--- config.mk ---
export PLATFORM = sky130hd
export DESIGN_NAME = sim_test_status_mon
export DESIGN_NICKNAME = d
export VERILOG_FILES = /design/src/rtl/sim_test_status_mon.sv
export SDC_FILE = /design/constraint.sdc
export NUM_CORES = 1
export LEC_CHECK = 0
export CORE_ASPECT_RATIO = 0.5
export CORE_MARGIN = 2
export CORE_UTILIZATION = 27
export DETAILED_ROUTE_END_ITERATION = 10
export HOLD_SLACK_MARGIN = 0.02
export PLACE_DENSITY = 0.93
export SETUP_SLACK_MARGIN = 0.2
export SLEW_MARGIN = 10
export SYNTH_ARGS = -nofsm -noshare
export SYNTH_HDL_FRONTEND = slang
export SYNTH_SLANG_ARGS = --single-unit
--- constraint.sdc ---
create_clock -name clk_i -period 2.7 [get_ports clk_i]
set_clock_uncertainty 0.1 [all_clocks]
set_input_delay 0.54 -clock clk_i [delete_from_list [all_inputs] [get_ports clk_i]]
set_output_delay 0.54 -clock clk_i [all_outputs]
set_load 0.03 [all_outputs]
--- src/rtl/sim_test_status_mon.sv ---
// Multi-channel SW test-status monitor for Verilator chip-level benches.
// Each channel snoops writes to its own status address, tracks IDLE/RUN/PASS/FAIL,
// and the channels are folded into one sticky done/passed verdict.
// Optional watchdog: define SIM_STATUS_TIMEOUT_EN to build the progress timeout.
module sim_test_status_mon #(
    parameter int unsigned              NumChan       = 2,
    parameter int unsigned              AddrW         = 32,
    parameter int unsigned              DataW         = 16,
    parameter logic [DataW-1:0]         StInTest      = DataW'(16'h4354),
    parameter logic [DataW-1:0]         StPassed      = DataW'(16'h900d),
    parameter logic [DataW-1:0]         StFailed      = DataW'(16'hbaad),
    parameter int unsigned              TimeoutCycles = 1_000_000
) (
    input  logic                                        clk_i,
    input  logic                                        rst_i,
    input  logic [NumChan*AddrW-1:0]                    status_addr_i,
    input  logic [NumChan-1:0]                          wr_valid_i,
    input  logic [NumChan*AddrW-1:0]                    addr_i,
    input  logic [NumChan*DataW-1:0]                    data_i,
    output logic [NumChan*2-1:0]                        chan_state_o,
    output logic [$clog2(NumChan+1)-1:0]                pass_cnt_o,
    output logic [((NumChan > 1) ? $clog2(NumChan) : 1)-1:0] fail_chan_o,
    output logic                                        done_o,
    output logic                                        passed_o,
    output logic                                        timeout_o
);

    localparam int unsigned CntW = $clog2(NumChan + 1);
    localparam int unsigned FcW  = (NumChan > 1) ? $clog2(NumChan) : 1;

    localparam logic [1:0] ST_IDLE = 2'd0;
    localparam logic [1:0] ST_RUN  = 2'd1;
    localparam logic [1:0] ST_PASS = 2'd2;
    localparam logic [1:0] ST_FAIL = 2'd3;

    logic [NumChan*2-1:0] state_q, state_d;
    logic [CntW-1:0]      pass_cnt_q, pass_cnt_d;
    logic [FcW-1:0]       fail_chan_q, fail_chan_d;
    logic                 done_q, done_d;
    logic                 passed_q, passed_d;
    logic                 timeout_q, timeout_d;
    logic [NumChan-1:0]   hit;
    logic                 any_fail;
    logic                 all_pass;
    logic [FcW-1:0]       first_fail;
    logic                 wd_expire;

    // Hit decode and per-channel next state; all channels freeze once the verdict is out
    always_comb begin
        hit        = '0;
        state_d    = state_q;
        pass_cnt_d = '0;
        for (int unsigned c = 0; c < NumChan; c++) begin
            hit[c] = wr_valid_i[c] &&
                     (addr_i[c*AddrW +: AddrW] == status_addr_i[c*AddrW +: AddrW]);
            if (hit[c] && !done_q &&
                (state_q[c*2 +: 2] == ST_IDLE || state_q[c*2 +: 2] == ST_RUN)) begin
                if (data_i[c*DataW +: DataW] == StInTest) begin
                    state_d[c*2 +: 2] = ST_RUN;
                end else if (data_i[c*DataW +: DataW] == StPassed) begin
                    state_d[c*2 +: 2] = ST_PASS;
                end else if (data_i[c*DataW +: DataW] == StFailed) begin
                    state_d[c*2 +: 2] = ST_FAIL;
                end
            end
            if (state_d[c*2 +: 2] == ST_PASS) begin
                pass_cnt_d = pass_cnt_d + CntW'(1);
            end
        end
    end

    // Verdict inputs taken from the registered channel states
    always_comb begin
        any_fail   = 1'b0;
        all_pass   = 1'b1;
        first_fail = '0;
        for (int unsigned c = 0; c < NumChan; c++) begin
            if (state_q[c*2 +: 2] == ST_FAIL && !any_fail) begin
                first_fail = FcW'(c);
            end
            any_fail = any_fail | (state_q[c*2 +: 2] == ST_FAIL);
            all_pass = all_pass & (state_q[c*2 +: 2] == ST_PASS);
        end
    end

`ifdef SIM_STATUS_TIMEOUT_EN
    localparam int unsigned ToW = $clog2(TimeoutCycles + 1);
    localparam logic [ToW-1:0] ToLimit = ToW'(TimeoutCycles);

    logic [ToW-1:0] wd_cnt_q;

    // A hit arriving with the counter at its limit rescues the test
    assign wd_expire = !done_q && !(|hit) && (wd_cnt_q == ToLimit);

    // Saturating idle counter, cleared by any hit on any channel
    always_ff @(posedge clk_i) begin
        if (rst_i) begin
            wd_cnt_q <= '0;
        end else if (|hit) begin
            wd_cnt_q <= '0;
        end else if (!done_q && wd_cnt_q != ToLimit) begin
            wd_cnt_q <= wd_cnt_q + ToW'(1);
        end
    end
`else
    // No watchdog in this build; the limit parameter only keeps the interface uniform
    assign wd_expire = 1'b0 & (TimeoutCycles == 32'd0);
`endif

    // Sticky verdict: FAIL outranks PASS, channel verdicts outrank the watchdog
    always_comb begin
        done_d      = done_q;
        passed_d    = passed_q;
        fail_chan_d = fail_chan_q;
        timeout_d   = timeout_q;
        if (!done_q) begin
            if (any_fail) begin
                done_d      = 1'b1;
                passed_d    = 1'b0;
                fail_chan_d = first_fail;
            end else if (all_pass) begin
                done_d   = 1'b1;
                passed_d = 1'b1;
            end else if (wd_expire) begin
                done_d    = 1'b1;
                passed_d  = 1'b0;
                timeout_d = 1'b1;
            end
        end
    end

    // State and output registers
    always_ff @(posedge clk_i) begin
        if (rst_i) begin
            state_q     <= '0;
            pass_cnt_q  <= '0;
            fail_chan_q <= '0;
            done_q      <= 1'b0;
            passed_q    <= 1'b0;
            timeout_q   <= 1'b0;
        end else begin
            state_q     <= state_d;
            pass_cnt_q  <= pass_cnt_d;
            fail_chan_q <= fail_chan_d;
            done_q      <= done_d;
            passed_q    <= passed_d;
            timeout_q   <= timeout_d;
        end
    end

    assign chan_state_o = state_q;
    assign pass_cnt_o   = pass_cnt_q;
    assign fail_chan_o  = fail_chan_q;
    assign done_o       = done_q;
    assign passed_o     = passed_q;
    assign timeout_o    = timeout_q;

endmodule

==> qor.yml <==
status: "completed"
ys_seq_area_share_pct: 12.7
clkSinkCount: 9
cp-end-kind: "flop"
detail_route.wl_per_cell_um: 16.8
crit-reg2reg-launch: "done_o$_SDFF_PP0_"
start_util_pct: 28.5
cts_made_buffers: 3
antenna_found_initial: 0
fmaxAchievable_mhz: 393
hpwl_mm: 6.07
drc: 0
dr.pass1.iters: 4
vias_per_cell: 4.95
drtIter0Drc: 60
syn_area_per_cell_um2: 8.04
path_class: "primary input to flop"
grt_remaining_overflow: 0
fillerInstances: 363
yosysWarnings: 0
startpoint: "addr_i[9]"
io_buffers: 172
syn_inst: 177
vdd_ir_drop_max_mv: 0.127
syn_to_final_growth_pct: 161
switching_share_pct: 27.8
syn-num-nets: 341
p_clk_share_pct: 21.0
num_antenna_cells: 0
num_vias: 2232
ys_types: 38
fin_tns_setup_ps: 0
postCtsHoldBufs: 0
grt_pass1_wl_mm: 11.2
cp.required_ps: 2760
path_clk_slew_ps: 40
post-route-period-util_pct: 94.4
clock-root-buffer: "clkbuf_8"
power_frac_comb_pct: 61.7
die_h_um: 55.3
hold_path_startpoint: "passed_o$_SDFFE_PP0P_"
grt_pass1_vias: 2455
hp-class: "flop to flop"
place_congestion: 0.868
cts_max_level: 1
cp.arrival_ps: 2610
core_area_um2: 5000
cp_max_fo: 2
seqPwrFrac_pct: 17.3
num_rows: 18
grtUsageTotal_pct: 24.1
p_int_mw: 0.557
finalHoldViolCount: 0
whs_ps: 410
timing.final.max_slew_violations: 0
syn_area_um2: 1420
clk_path_buf_depth: 2
die-width_um: 107
rsz0062_at_grt: "yes"
cts_tree: "yes"
die-area_um2: 5900
final_nets: 546
wirelength_mm: 7.58
power.total_mw: 0.770
drv_cap: 0
p_leak_nw: 1.51
min_period_ps: 2550
grt_max_degree: 9
final_util_pct: 74.2
ant_nets: 0
power_density_nw_per_um2: 208
ys_seq_elements: 9
layout-drive-gt1-share_pct: 17.3
start_kind: "primary input"
io_pins: 174
clk_latency_ps: 240
switching_power_mw: 0.214
setup_violations: 0
-- state kept, by name (all words and copies together), names as in the netlist --
register,flops
chan_state_o,4
pass_cnt_o,2
done_o,1
fail_chan_o,1
passed_o,1
-- critical path, stage by stage --
cell and delay [ps]:
dlygate4sd2_1 250, xnor2_1 240, nand4_1 140, or4_4 560, nor3_4 190, a41oi_2 160, or3_1 380, a21oi_1 140
-- through the flow --
step | setup WS [ps] | instances | cell area, um2
2_1_floorplan | 226 | 177 | 1420
3_3_place_gp | -263 | 432 | 3330
3_5_place_dp | -350 | 432 | 3330
4_1_cts | 202 | 446 | 3540
5_1_grt | 126 | 451 | 3710
6_report | 153 | 451 | 3710
-- cells in the mapped netlist --
cell type / count / area, um2
inv_1: 5 / 18.8
xnor2_1: 60 / 526
nand4_1: 23 / 144
nor4b_1: 7 / 61.3
nand2b_1: 1 / 6.26
nor2_1: 12 / 45.0
nor4_1: 3 / 18.8
a21oi_1: 5 / 25.0
buf_4: 1 / 7.51
a31o_1: 1 / 8.76
nor4bb_1: 4 / 40.0
a31oi_1: 1 / 6.26
o32a_1: 1 / 10.0
o21bai_1: 1 / 7.51
conb_1: 1 / 3.75
a2111oi_0: 1 / 8.76
and3_1: 1 / 6.26
or4_1: 1 / 7.51
xor2_1: 3 / 26.3
a2111o_1: 1 / 11.3
nor3_4: 2 / 32.5
and4b_1: 4 / 40.0
or4_4: 1 / 11.3
nand3_1: 4 / 20.0
nand2_1: 6 / 22.5
dfxtp_1: 9 / 180
a41oi_1: 1 / 8.76
a41oi_2: 1 / 16.3
nand4b_1: 2 / 17.5
or3b_1: 1 / 8.76
o22ai_1: 1 / 6.26
or3_1: 1 / 6.26
o21ai_0: 2 / 10.0
and2_1: 1 / 6.26
o221a_2: 1 / 11.3
nor3_1: 5 / 25.0
nor3b_1: 1 / 7.51
buf_1: 1 / 3.75
-- final timing paths --
path	to	slack, ps	depth (start not counted)
min reg2reg	passed_o$_SDFFE_PP0P_	410	2
max	pass_cnt_o[0]$_SDFF_PP0_	150	8
max reg2reg	pass_cnt_o[0]$_SDFF_PP0_	320	7
min	passed_o$_SDFFE_PP0P_	410	2
-- power by group through the flow --
stage          registers, mW  clock network (mW)  logic (mW)
2_1_floorplan          0.136                   0       0.122
3_3_place_gp           0.136                   0       0.411
3_5_place_dp           0.136                   0       0.424
4_1_cts                0.133               0.164       0.450
5_1_grt                0.133               0.173       0.502
6_report               0.133               0.162       0.475
-- cell usage in the layout (no fill, tap or decap), types with 4 or more instances in the layout --
cell type	instances
and4b_1	4
a21oi_1	4
nand4_1	23
nand3_1	4
xnor2_1	47
clkdlybuf4s50_1	129
buf_4	30
nor2_1	12
dfxtp_1	9
nor3_1	4
inv_1	5
dlymetal6s2s_1	13
nand2_1	6
xnor2_2	13
dlygate4sd2_1	28
-- kinds of logic after synthesis --
| logic type | Yosys count | synth area share (%) |
|---|---|---|
| flip-flops | 9 | 12.7 |
| buffers and inverters | 7 | 2.11 |
| AO/OA/AOI/OAI | 17 | 9.15 |
| AND/OR/NAND/NOR | 80 | 37.0 |
| other | 1 | 0.264 |
| XOR/XNOR | 63 | 38.8 |
-- routing by layer --
| metal | share of wire (%) | up-vias | GRT usage, % |
|---|---|---|---|
| li1 | - | 1068 | - |
| met4 | 4.2 | 0 | 13.4 |
| met5 | 0 | - | 0 |
| met3 | 5.3 | 31 | 5.19 |
| met2 | 56 | 95 | 48.0 |
| met1 | 35 | 1038 | 22.8 |
-- final cells by class --
cell class              count  area (um2)  area share (%)
repair buffers            202        1930            52.1
multi-input cells         161        1440            38.9
flip-flops and latches      9         180            4.86
well taps                  70        87.6            2.36
clock buffers               4        45.0            1.21
inverters                   5        18.8           0.506
-- timing repair --
action                                  CTS  global route
gates resized for setup                  57            26
pin swaps                                26            21
gates cloned                              0             0
endpoints found under the setup margin    4             5
endpoints found under the hold margin     0             0
setup buffers                            10             5
(Power assumes the default switching activity.)
